**config.mk**
```make
export PLATFORM = sky130hd
export DESIGN_NAME = reg_bridge
export DESIGN_NICKNAME = d
export VERILOG_FILES = /design/src/rtl/reg_bridge_pkg.sv /design/src/rtl/reg_bridge.sv
export SDC_FILE = /design/constraint.sdc
export NUM_CORES = 1
export LEC_CHECK = 0
export CAP_MARGIN = 20
export CORE_UTILIZATION = 50
export DETAILED_ROUTE_END_ITERATION = 8
export MAX_ROUTING_LAYER = met4
export PLACE_DENSITY = 0.82
export SETUP_SLACK_MARGIN = 0.1
export SLEW_MARGIN = 20
export SYNTH_ARGS = -nofsm -noshare
export SYNTH_HDL_FRONTEND = slang
export SYNTH_SLANG_ARGS = --single-unit
```
**constraint.sdc**
```tcl
create_clock -name clk_in -period 2.5 [get_ports clk_in]
set_clock_uncertainty 0.1 [all_clocks]
set_input_delay 0.5 -clock clk_in [delete_from_list [all_inputs] [get_ports clk_in]]
set_output_delay 0.5 -clock clk_in [all_outputs]
set_load 0.01 [all_outputs]
```
**src/rtl/reg_bridge_pkg.sv**
```systemverilog
// Shared constants and types for the host-side register bridge and the PID register file.
// Opcodes, response bytes, register map and the bridge FSM state encoding live here.
package reg_bridge_pkg;

    localparam logic [7:0] CMD_WR  = 8'h57;
    localparam logic [7:0] CMD_RD  = 8'h52;
    localparam logic [7:0] RSP_ACK = 8'h06;
    localparam logic [7:0] RSP_NAK = 8'h15;

    // Register map, also used by the register-file block.
    localparam logic [7:0] REG_P     = 8'd0;
    localparam logic [7:0] REG_I     = 8'd1;
    localparam logic [7:0] REG_D     = 8'd2;
    localparam logic [7:0] REG_SP    = 8'd3;
    localparam logic [7:0] REG_PID_O = 8'd4;
    localparam logic [7:0] REG_PWM_O = 8'd5;

    typedef enum logic [2:0] {
        ST_IDLE     = 3'd0,
        ST_ADDR     = 3'd1,
        ST_DATA     = 3'd2,
        ST_WRITE    = 3'd3,
        ST_RD_ISSUE = 3'd4,
        ST_RD_WAIT  = 3'd5,
        ST_RESP     = 3'd6
    } state_t;

    typedef enum logic {
        OP_WRITE = 1'b0,
        OP_READ  = 1'b1
    } op_t;

    function automatic logic addr_in_range(input logic [7:0] addr, input int unsigned max_addr);
        return 32'(addr) <= max_addr;
    endfunction

endpackage

```
**src/rtl/reg_bridge.sv**
```systemverilog
// Byte-stream command decoder: parses 'W' addr data / 'R' addr frames from the UART
// receiver, drives the register-file ports and returns ACK/NAK or read data to the transmitter.
module reg_bridge
    import reg_bridge_pkg::*;
#(
    parameter int unsigned TIMEOUT = 1000,
    parameter int unsigned WR_MAX  = 3,
    parameter int unsigned RD_MAX  = 5
) (
    input  logic       clk_in,
    input  logic       reset,
    input  logic       rx_valid,
    input  logic [7:0] rx_data,
    output logic       tx_valid,
    input  logic       tx_ready,
    output logic [7:0] tx_data,
    output logic       write_enable,
    output logic [7:0] w_addr,
    output logic [7:0] w_data,
    output logic [7:0] r_addr,
    input  logic [7:0] r_data_i,
    output logic       busy,
    output logic       overrun,
    output state_t     o_dbg_state
);

    // Handshake: the response byte is offered with tx_valid and is transferred on the
    // cycle where tx_valid && tx_ready; tx_valid and tx_data then hold until that cycle.
    // rx_valid is a one-cycle strobe with no backpressure: bytes arriving while the
    // bridge is not listening are dropped and flagged on overrun.

    localparam int CW = (TIMEOUT > 2) ? $clog2(TIMEOUT) : 1;
    localparam logic [CW-1:0] TIMEOUT_LAST = CW'(TIMEOUT - 1);

    state_t          r_state;
    op_t             r_op;
    logic [7:0]      r_frame_addr;
    logic            r_tx_valid;
    logic [7:0]      r_tx_data;
    logic            r_we;
    logic [7:0]      r_w_addr;
    logic [7:0]      r_w_data;
    logic [7:0]      r_r_addr;
    logic            r_overrun;
    logic [CW-1:0]   r_timeout_cnt;

    logic            w_listening;
    logic            w_timed_out;

    assign w_listening = (r_state == ST_IDLE) || (r_state == ST_ADDR) || (r_state == ST_DATA);
    assign w_timed_out = (r_timeout_cnt == TIMEOUT_LAST);

    always_ff @(posedge clk_in) begin
        if (reset) begin
            r_state       <= ST_IDLE;
            r_op          <= OP_WRITE;
            r_frame_addr  <= 8'h00;
            r_tx_valid    <= 1'b0;
            r_tx_data     <= 8'h00;
            r_we          <= 1'b0;
            r_w_addr      <= 8'h00;
            r_w_data      <= 8'h00;
            r_r_addr      <= 8'h00;
            r_overrun     <= 1'b0;
            r_timeout_cnt <= '0;
        end else begin
            r_we          <= 1'b0;
            r_timeout_cnt <= '0;

            case (r_state)
                ST_IDLE: begin
                    if (rx_valid) begin
                        if (rx_data == CMD_WR) begin
                            r_op    <= OP_WRITE;
                            r_state <= ST_ADDR;
                        end else if (rx_data == CMD_RD) begin
                            r_op    <= OP_READ;
                            r_state <= ST_ADDR;
                        end else begin
                            r_tx_data  <= RSP_NAK;
                            r_tx_valid <= 1'b1;
                            r_state    <= ST_RESP;
                        end
                    end
                end

                ST_ADDR: begin
                    if (rx_valid) begin
                        r_frame_addr <= rx_data;
                        if ((r_op == OP_READ) && addr_in_range(rx_data, RD_MAX)) begin
                            r_r_addr <= rx_data;
                            r_state  <= ST_RD_ISSUE;
                        end else if ((r_op == OP_WRITE) && addr_in_range(rx_data, WR_MAX)) begin
                            r_state <= ST_DATA;
                        end else begin
                            // A rejected write does not wait for its data byte.
                            r_tx_data  <= RSP_NAK;
                            r_tx_valid <= 1'b1;
                            r_state    <= ST_RESP;
                        end
                    end else if (w_timed_out) begin
                        r_state <= ST_IDLE;
                    end else begin
                        r_timeout_cnt <= r_timeout_cnt + 1'b1;
                    end
                end

                ST_DATA: begin
                    if (rx_valid) begin
                        r_we     <= 1'b1;
                        r_w_addr <= r_frame_addr;
                        r_w_data <= rx_data;
                        r_state  <= ST_WRITE;
                    end else if (w_timed_out) begin
                        r_state <= ST_IDLE;
                    end else begin
                        r_timeout_cnt <= r_timeout_cnt + 1'b1;
                    end
                end

                ST_WRITE: begin
                    r_tx_data  <= RSP_ACK;
                    r_tx_valid <= 1'b1;
                    r_state    <= ST_RESP;
                end

                ST_RD_ISSUE: begin
                    r_state <= ST_RD_WAIT;
                end

                ST_RD_WAIT: begin
                    r_tx_data  <= r_data_i;
                    r_tx_valid <= 1'b1;
                    r_state    <= ST_RESP;
                end

                ST_RESP: begin
                    if (tx_ready) begin
                        r_tx_valid <= 1'b0;
                        r_state    <= ST_IDLE;
                    end
                end

                default: begin
                    r_tx_valid <= 1'b0;
                    r_state    <= ST_IDLE;
                end
            endcase

            // Includes a byte landing in the same cycle the TX handshake completes.
            if (rx_valid && !w_listening) begin
                r_overrun <= 1'b1;
            end
        end
    end

    // The strobe is masked by reset so a reset in the WRITE cycle suppresses the write.
    assign write_enable = r_we && !reset;
    assign w_addr       = r_w_addr;
    assign w_data       = r_w_data;
    assign r_addr       = r_r_addr;
    assign tx_valid     = r_tx_valid;
    assign tx_data      = r_tx_data;
    assign overrun      = r_overrun;
    assign busy         = (r_state != ST_IDLE);
    assign o_dbg_state  = r_state;

endmodule

```
* Word-level counts from Yosys, hierarchy flattened
Cells that the tools add are included.
Storage, ports and cells: register bits 57, bits of input ports 20, word-level logic and storage cells 86, output and inout bits 39
Cells by class: $lt $le $gt $ge 2, add/subtract/negate cells 1, equal/unequal tests 16, reductions and logical operators 24, bitwise logic cells 4, mux-type cells 28
Operator list (count):
- 2-to-1 mux 8 bit | 6
- case mux 8 bit (4 select lines) | 1
- 2-to-1 mux 3 bit | 9
- case mux 3 bit (6 select lines) | 1
- equality test 8 x 7 -> 1 bit, second input constant | 2
- != test 2 bit, second input constant | 7
- adder 10 x 1 -> 10 bit, second input constant | 1
- equality test 10 bit, second input constant | 1
- 2-to-1 mux 1 bit | 10
- equality test 3 bit, second input constant | 3
- <= comparator 8 x 2 -> 1 bit, second input constant | 1
- <= comparator 8 x 3 -> 1 bit, second input constant | 1
- AND reduction 8 bit | 1
- OR reduction 2 bit | 4
- AND reduction 7 bit | 1
- equality test 3 x 2 -> 1 bit, second input constant | 2
- AND reduction 2 bit | 3
- AND reduction 3 bit | 2
- case mux 1 bit (5 select lines) | 1
- logical AND 1 bit | 4
- NOT 1 bit | 4
- nonzero test 4 bit | 1
- OR reduction 4 bit | 1
- equality test 3 x 1 -> 1 bit, second input constant | 1
- other kinds (5) | 7

* Depth between registers and ports, before layout
Gate-level depths: netlist (run 1).
depth in word-level cells 6, mapped depth 6, mapped depth without buffers 5

* Worst setup path before layout (run 1)
No wires, ideal clock.
kind input port to flip-flop, from input port rx_data[2], to register r_tx_data[3] (netlist: tx_data[3]), cell stages on the path 5, buffers on the path 1, library setup time 117 ps, path slack 706 ps, data required time 2283 ps, data arrival time 1577 ps, path through buf_4 > xnor2_1 > and3_4 > a221o_2 > a32o_1
Between the ends: cells in the longest elaborated chain, start to end 4, elaborated cells between the ends (all ways) 11, those cells by class 2 x order compare; 6 x eq/ne; 3 x reduce/logical
RTL lines:
- start, declared | line reg_bridge.sv:13 | input logic [7:0] rx_data,
- <= comparator 8 x 2 -> 1 bit / <= comparator 8 x 3 -> 1 bit (equally long branches) | line reg_bridge_pkg.sv:34 | return 32'(addr) <= max_addr;
- logical AND 1 bit (on tied branches) | line reg_bridge.sv:93, reg_bridge.sv:90
- != test 2 bit (no source line)
- AND reduction 7 bit (no source line) *
- end signal, assigned | line reg_bridge.sv:132 | r_tx_data <= r_data_i;
- end, declared | line reg_bridge.sv:39 | logic [7:0] r_tx_data;
Every way passes the cells marked *; elsewhere a longest branch is shown, timed or not. A chain may end at the register's enable or synchronous reset.

* Worst setup path in the final report (run 1)
from input port reset, to output port write_enable
Between the ends: cells in the longest elaborated chain, start to end 2
RTL lines:
- start, declared | line reg_bridge.sv:11 | input logic reset,
- zero test 1 bit | line reg_bridge.sv:158 | assign write_enable = r_we && !reset;
- logical AND 1 bit | line reg_bridge.sv:158
- end, declared | line reg_bridge.sv:17 | output logic write_enable,
Every way passes these cells.

==> results of run 1 <==
per-layer routing:
layer,routed length [µm],vias up,track usage
met5,0,-,-
li1,-,1092,-
met3,360,24,0.0513
met2,2880,100,0.422
met4,182,0,0.140
met1,2440,1044,0.301
final cells by class:
cell class	instances	area share
well taps	52	0.0200
repair buffers	72	0.210
multi-input cells	197	0.341
inverters	7	0.00806
clock inverters	4	0.0230
flip-flops and latches	57	0.350
clock buffers	12	0.0476
per-stage QoR:
stage / power [µW] / cell area [µm²]
detailed placement: 1900 / 3030
global route: 3000 / 3260
floorplan: 1550 / 2350
CTS: 2890 / 3260
global placement: 1890 / 3030
finish: 2870 / 3260
final timing paths:
check	from	end	cells past startpoint
worst max-delay path	reset	write_enable	3
worst min-delay path	w_addr[3]$_SDFFE_PP0P_	w_addr[3]$_SDFFE_PP0P_	2
worst max register to register	o_dbg_state[1]$_SDFFE_PP0P_	tx_data[3]$_SDFFE_PP0P_	5
worst min register to register	w_addr[3]$_SDFFE_PP0P_	w_addr[3]$_SDFFE_PP0P_	2
layout by cell type, fill, tap and decap left out, types with 4 or more instances in the layout:
| cell type | netlist | routed |
|---|---|---|
| nand2_1 | 64 | 64 |
| a32o_1 | 4 | 4 |
| clkbuf_8 | 0 | 11 |
| buf_4 | 2 | 14 |
| mux2i_1 | 4 | 4 |
| and3_1 | 9 | 9 |
| clkdlybuf4s50_1 | 0 | 58 |
| dfxtp_1 | 57 | 57 |
| nand3_1 | 5 | 5 |
| inv_1 | 7 | 7 |
| xnor2_1 | 6 | 6 |
| nor2_1 | 22 | 22 |
| a21oi_1 | 30 | 30 |
| o21ai_0 | 4 | 4 |
power by group:
group / internal [µW] / total [µW] / switching, µW / leakage, µW
Combinational: 391 / 811 / 420 / 0.000679
Clock: 615 / 973 / 357 / 0.000109
Sequential: 1000 / 1090 / 85.1 / 0.000462
synth_stat cells (all sizes together), types with 4 or more instances:
master	n
nor2	22
buf	8
nand2	64
clkbuf	5
a21oi	30
xnor2	6
nand3	5
o21ai	4
inv	7
a32o	4
and3	10
mux2i	4
dfxtp	57
kinds of logic after synthesis:
family,count (synthesis),share of synthesized area
AND/OR/NAND/NOR,122,0.242
flip-flops,57,0.485
buffers and inverters,20,0.0436
adder cells (fa/ha/maj),1,0.00532
XOR/XNOR,9,0.0335
multiplexers,4,0.0170
AO/OA/AOI/OAI,61,0.173
worst register-to-register path, cell delays in order, from the launching register on:
cell and delay (ps):
dfxtp_1 390, buf_4 210, and2b_2 250, nand2_1 140
a221o_2 450, a32o_1 280
sequential cells by signal (all words and copies together), names as in the netlist:
signal,count
r_timeout_cnt,10
r_addr,8
r_frame_addr,8
tx_data,8
w_addr,8
w_data,8
o_dbg_state,3
overrun,1
r_op,1
r_we,1
tx_valid,1
==> flow_metrics.py, run 1 <==
metrics = {
    "run_status": {
        "status": "completed",
    },
    "sta": {
        "tns_ps": 0,
        "relSlewSlack": 0.699,
        "setup_viol": 0,
        "layout_min_cycle_time_ps": 2290,
        "whs_ps": 354,
        "finalHoldViolCount": 0,
        "fin_crit_sh": 0.915,
        "rsz0062_at_grt": "false",
        "tightest_slew_ps": 445,
        "final_max_slew_viol_count": 0,
        "fmax_mhz": 437,
        "setup_slack_ps": 213,
    },
    "global_routing": {
        "grt_pass1_vias": 2183,
        "antenna_found_initial": 0,
        "grt_overflow": 0,
        "grt_max_degree": 36,
        "grt_pass1_wl_um": 9760,
        "grtUsageTotal": 0.258,
    },
    "placement": {
        "dp.cells": 385,
        "io_buffers": 58,
        "dp_slack_ps": 136,
        "place_congestion": 0.868,
        "dp_hpwl_um": 4110,
    },
    "clock_tree": {
        "cts_max_level": 3,
        "hold_buffers": 0,
        "cts_tree": "done",
        "cts_root_buf": "clkbuf_8",
        "clk_latency_ps": 340,
        "cts_buffers": 9,
        "cts_setup_buffers": 0,
        "clk_transition_reported_paths_ps": 70,
        "ctsResizeCount": 0,
        "clock-sinks": 57,
        "cts_max_path_buffers": 2,
    },
    "yosys": {
        "synth_area_mm2": 0.00235,
        "synth_cells": 274,
        "synth_area_leaders": "dfxtp_1, nand2_1, a21oi_1",
        "ys_ff_latch": 57,
        "seq_area_frac_synth": 0.485,
        "syn_area_per_cell_um2": 8.59,
        "yosys_warnings": 0,
        "yosys.area.top_type": "dfxtp_1",
        "async_flop_share": 0,
        "synth_nets": 295,
        "synth-edff-count": 0,
        "synth_top_area_frac": 0.485,
        "ys_types": 47,
        "synth_ff_type": "dfxtp_1",
    },
    "power": {
        "power_density_mw_per_mm2": 882,
        "irDropWorstVdd_v": 0.000522,
        "power_leakage_uw": 0.00125,
    },
    "setup_path": {
        "cp_common_cell": "clkdlybuf4s50_1",
        "worstSetupPathType": "input pin to primary output",
        "required_ps": 1900,
        "crit_chain": "clkdlybuf4s50_1 > nor2b_1 > clkdlybuf4s50_1",
        "path_delay_family": "buffers and inverters",
        "path_buf_inv": 2,
        "critPathMaxFanout": 3,
        "cp_data_arrival_time_ps": 1690,
        "end_kind": "primary output",
        "r2r_slack_ps": 580,
        "crit_path_top_delay_cell": "clkdlybuf4s50_1",
        "cp-start-kind": "input pin",
        "crit_path_max_incr_delay_ps": 550,
    },
    "drt": {
        "routed_wl_um": 5870,
        "drt_iter0_drc": 166,
        "drc": 0,
        "vias": 2260,
        "final_antenna_net_count": 0,
        "drt_first_pass_iters": 5,
        "post_drt_wl_per_cell_um": 14.6,
        "viasPerCell": 5.64,
    },
    "layout": {
        "multi_input_area_mm2": 0.00111,
        "fin_nets": 365,
        "areaGrowthSynthToFinish_pct": 38.4,
        "final_cells": 401,
        "seq_area_mm2": 0.00114,
        "n_antenna_cell": 0,
        "drive_gt1_frac": 0.106,
        "fin_util": 0.733,
        "n_fill_cell": 347,
    },
    "run": {
        "maxCapViolCount": 0,
    },
    "floorplanning": {
        "die_w_um": 70.6,
        "ios": 59,
        "fp.dieArea_mm2": 0.00499,
        "start_util": 0.530,
        "core_area_mm2": 0.00444,
        "die_y_um": 70.6,
        "rows": 24,
    },
    "worst_hold_path": {
        "hold_class": "flip-flop to flip-flop",
    },
}
(Power assumes the default switching activity.)
==> run 2: changes to the inputs <==
--- a/config.mk
+++ b/config.mk
@@ -9,7 +9,7 @@
 export CORE_UTILIZATION = 50
 export DETAILED_ROUTE_END_ITERATION = 8
 export MAX_ROUTING_LAYER = met4
-export PLACE_DENSITY = 0.82
+export PLACE_DENSITY = 0.81
 export SETUP_SLACK_MARGIN = 0.1
 export SLEW_MARGIN = 20
 export SYNTH_ARGS = -nofsm -noshare
==> run 2 against run 1 <==
  * The flow now finishes with violations (DRC)
  * Count of clock-buffer cells in the layout decreased by 1
  * Via count decreased by 3.9%
  * Routed wire length decreased by 9.0%
  * Sequential share of layout area increased by 0.20 points
  * Design area decreased by 0.46%
  * Worst setup slack improved by 58 ps
  * Core utilization decreased by 0.34 points
  * First-iteration DRC count decreased by 14%
  * Global-route usage decreased by 1.9 points
  * Non-clock buffer count decreased by 2
  * Sequential cell count unchanged
  * Critical path depth unchanged
  * Critical endpoint is now busy
  * Largest power group unchanged
  * Highest routed layer unchanged
==> flow_metrics.py, run 2 (synthesis results as in run 1) <==
metrics = {
    "drt": {
        "drc": 2,
        "viasPerCell": 5.44,
        "final_antenna_net_count": 0,
        "vias": 2171,
        "drt_first_pass_iters": 6,
        "routed_wl_um": 5340,
        "post_drt_wl_per_cell_um": 13.4,
        "drt_iter0_drc": 143,
    },
    "layout": {
        "regMostFlops": "r_timeout_cnt",
        "fin_nets": 363,
        "n_antenna_cell": 0,
        "seq_area_mm2": 0.00114,
        "multi_input_area_mm2": 0.00111,
        "areaGrowthSynthToFinish_pct": 37.8,
        "n_fill_cell": 333,
        "drive_gt1_frac": 0.107,
        "layout_common_cells": "nand2_1, clkdlybuf4s50_1, dfxtp_1",
        "mostFrequentLayoutCell": "nand2_1",
        "finalInstanceArea_mm2": 0.00324,
        "largest_reg_flops": 10,
    },
    "setup_path": {
        "end_kind": "primary output",
        "startpoint": "o_dbg_state[1]$_SDFFE_PP0P_",
        "critPathMaxFanout": 9,
        "rr_endpoint": "tx_data[3]$_SDFFE_PP0P_",
        "r2r_slack_ps": 550,
        "r2r_cells": 5,
        "required_ps": 1900,
        "cp-start-kind": "flip-flop",
        "r2r-start": "o_dbg_state[1]$_SDFFE_PP0P_",
        "worstSetupPathType": "flip-flop to primary output",
        "cp_data_arrival_time_ps": 1630,
    },
    "power": {
        "irDropWorstVdd_v": 0.000635,
        "power_density_mw_per_mm2": 870,
        "finalPower_uw": 2820,
        "power_leakage_uw": 0.00125,
    },
    "clock_tree": {
        "hold_buffers": 0,
        "clk_transition_reported_paths_ps": 60,
        "cts_buffers": 9,
        "cts_max_level": 3,
        "clk_latency_ps": 330,
        "clock-sinks": 57,
        "cts_tree": "done",
        "cts_root_buf": "clkbuf_8",
        "cts_max_path_buffers": 2,
    },
    "sta": {
        "tightest_slew_ps": 427,
        "setup_viol": 0,
        "fin_crit_sh": 0.892,
        "tns_ps": 0,
        "finalHoldViolCount": 0,
        "setup_slack_ps": 271,
        "rsz0062_at_grt": "false",
        "layout_min_cycle_time_ps": 2230,
        "final_max_slew_viol_count": 0,
        "fmax_mhz": 449,
        "relSlewSlack": 0.712,
    },
    "global_routing": {
        "grt_pass1_vias": 2054,
        "grt_max_degree": 36,
        "antenna_found_initial": 0,
        "grt_overflow": 0,
        "grtUsageTotal": 0.239,
        "grt_pass1_wl_um": 9090,
    },
    "placement": {
        "dpl_cell_area_mm2": 0.00301,
        "dp_slack_ps": 160,
        "place_congestion": 0.878,
        "dp_hpwl_um": 3820,
        "io_buffers": 58,
    },
    "floorplanning": {
        "core_area_mm2": 0.00444,
        "rows": 24,
        "fp.dieArea_mm2": 0.00499,
        "ios": 59,
        "die_y_um": 70.6,
        "die_w_um": 70.6,
        "start_util": 0.530,
    },
    "worst_hold_path": {
        "hold_class": "flip-flop to flip-flop",
        "min-delay-start": "r_frame_addr[3]$_SDFFE_PP0P_",
        "worstHoldEndpoint": "w_addr[3]$_SDFFE_PP0P_",
        "hold_depth": 2,
    },
    "run": {
        "maxCapViolCount": 0,
    },
    "run_status": {
        "failed_checks": "DRC",
        "status": "complete, but fails checks",
    },
}
==> run 2: cell count changes in the layout (fill, tap and decap cells not counted) <==
cell | previous run | this run
buf_4 | 14 | 12
clkbuf_1 | 1 | 0
clkinv_2 | 0 | 2
clkinvlp_4 | 2 | 1
dfxtp_1 | 57 | 56
dfxtp_2 | 0 | 1
==> run 2: area by class of cell <==
type | instances | area share
Inverter | 7 | 0.00810
Multi-Input combinational cell | 197 | 0.342
Clock buffer | 11 | 0.0467
Tap cell | 52 | 0.0201
Timing Repair Buffer | 70 | 0.207
Sequential cell | 57 | 0.352
Clock inverter | 5 | 0.0239
==> run 2: where the power goes <==
part | internal, µW | switching, µW
Sequential | 1010 | 90.9
Combinational | 373 | 393
Clock | 611 | 348
==> run 2: how the worst max path moves through the flow <==
stage | slack [ps] | end
global placement | 200 | tx_data[5]$_SDFFE_PP0P_
CTS | 100 | busy
detailed placement | 160 | tx_data[3]$_SDFFE_PP0P_
floorplan | 710 | tx_data[3]$_SDFFE_PP0P_
global route | 190 | busy
finish | 270 | busy
==> run 2: what timing repair did <==
action | in CTS | in global routing
endpoints found under the setup margin | 0 | 1
hold endpoints to repair | 0 | 0
resized for setup | 0 | 1
setup buffers | 0 | 0
==> run 2: routing by layer <==
metal	GRT usage	up-vias	share of wire
li1	-	1088	-
met1	0.284	1012	0.44
met2	0.389	62	0.49
met3	0.0541	9	0.055
met4	0.107	0	0.015
met5	-	-	0
==> run 2: worst max-delay path: stages (launching register included) <==
cell and delay, ps:
dfxtp_1 500, nor2_1 130, nand2_1 120, clkdlybuf4s50_1 550
==> run 2: metrics by stage <==
step / hold WS (ps) / instances / util
6_report: 353 / 399 / 0.730
5_1_grt: 373 / 399 / 0.730
4_1_cts: 354 / 399 / 0.729
3_5_place_dp: 344 / 383 / 0.678
3_3_place_gp: 340 / 383 / 0.678
2_1_floorplan: 330 / 274 / -
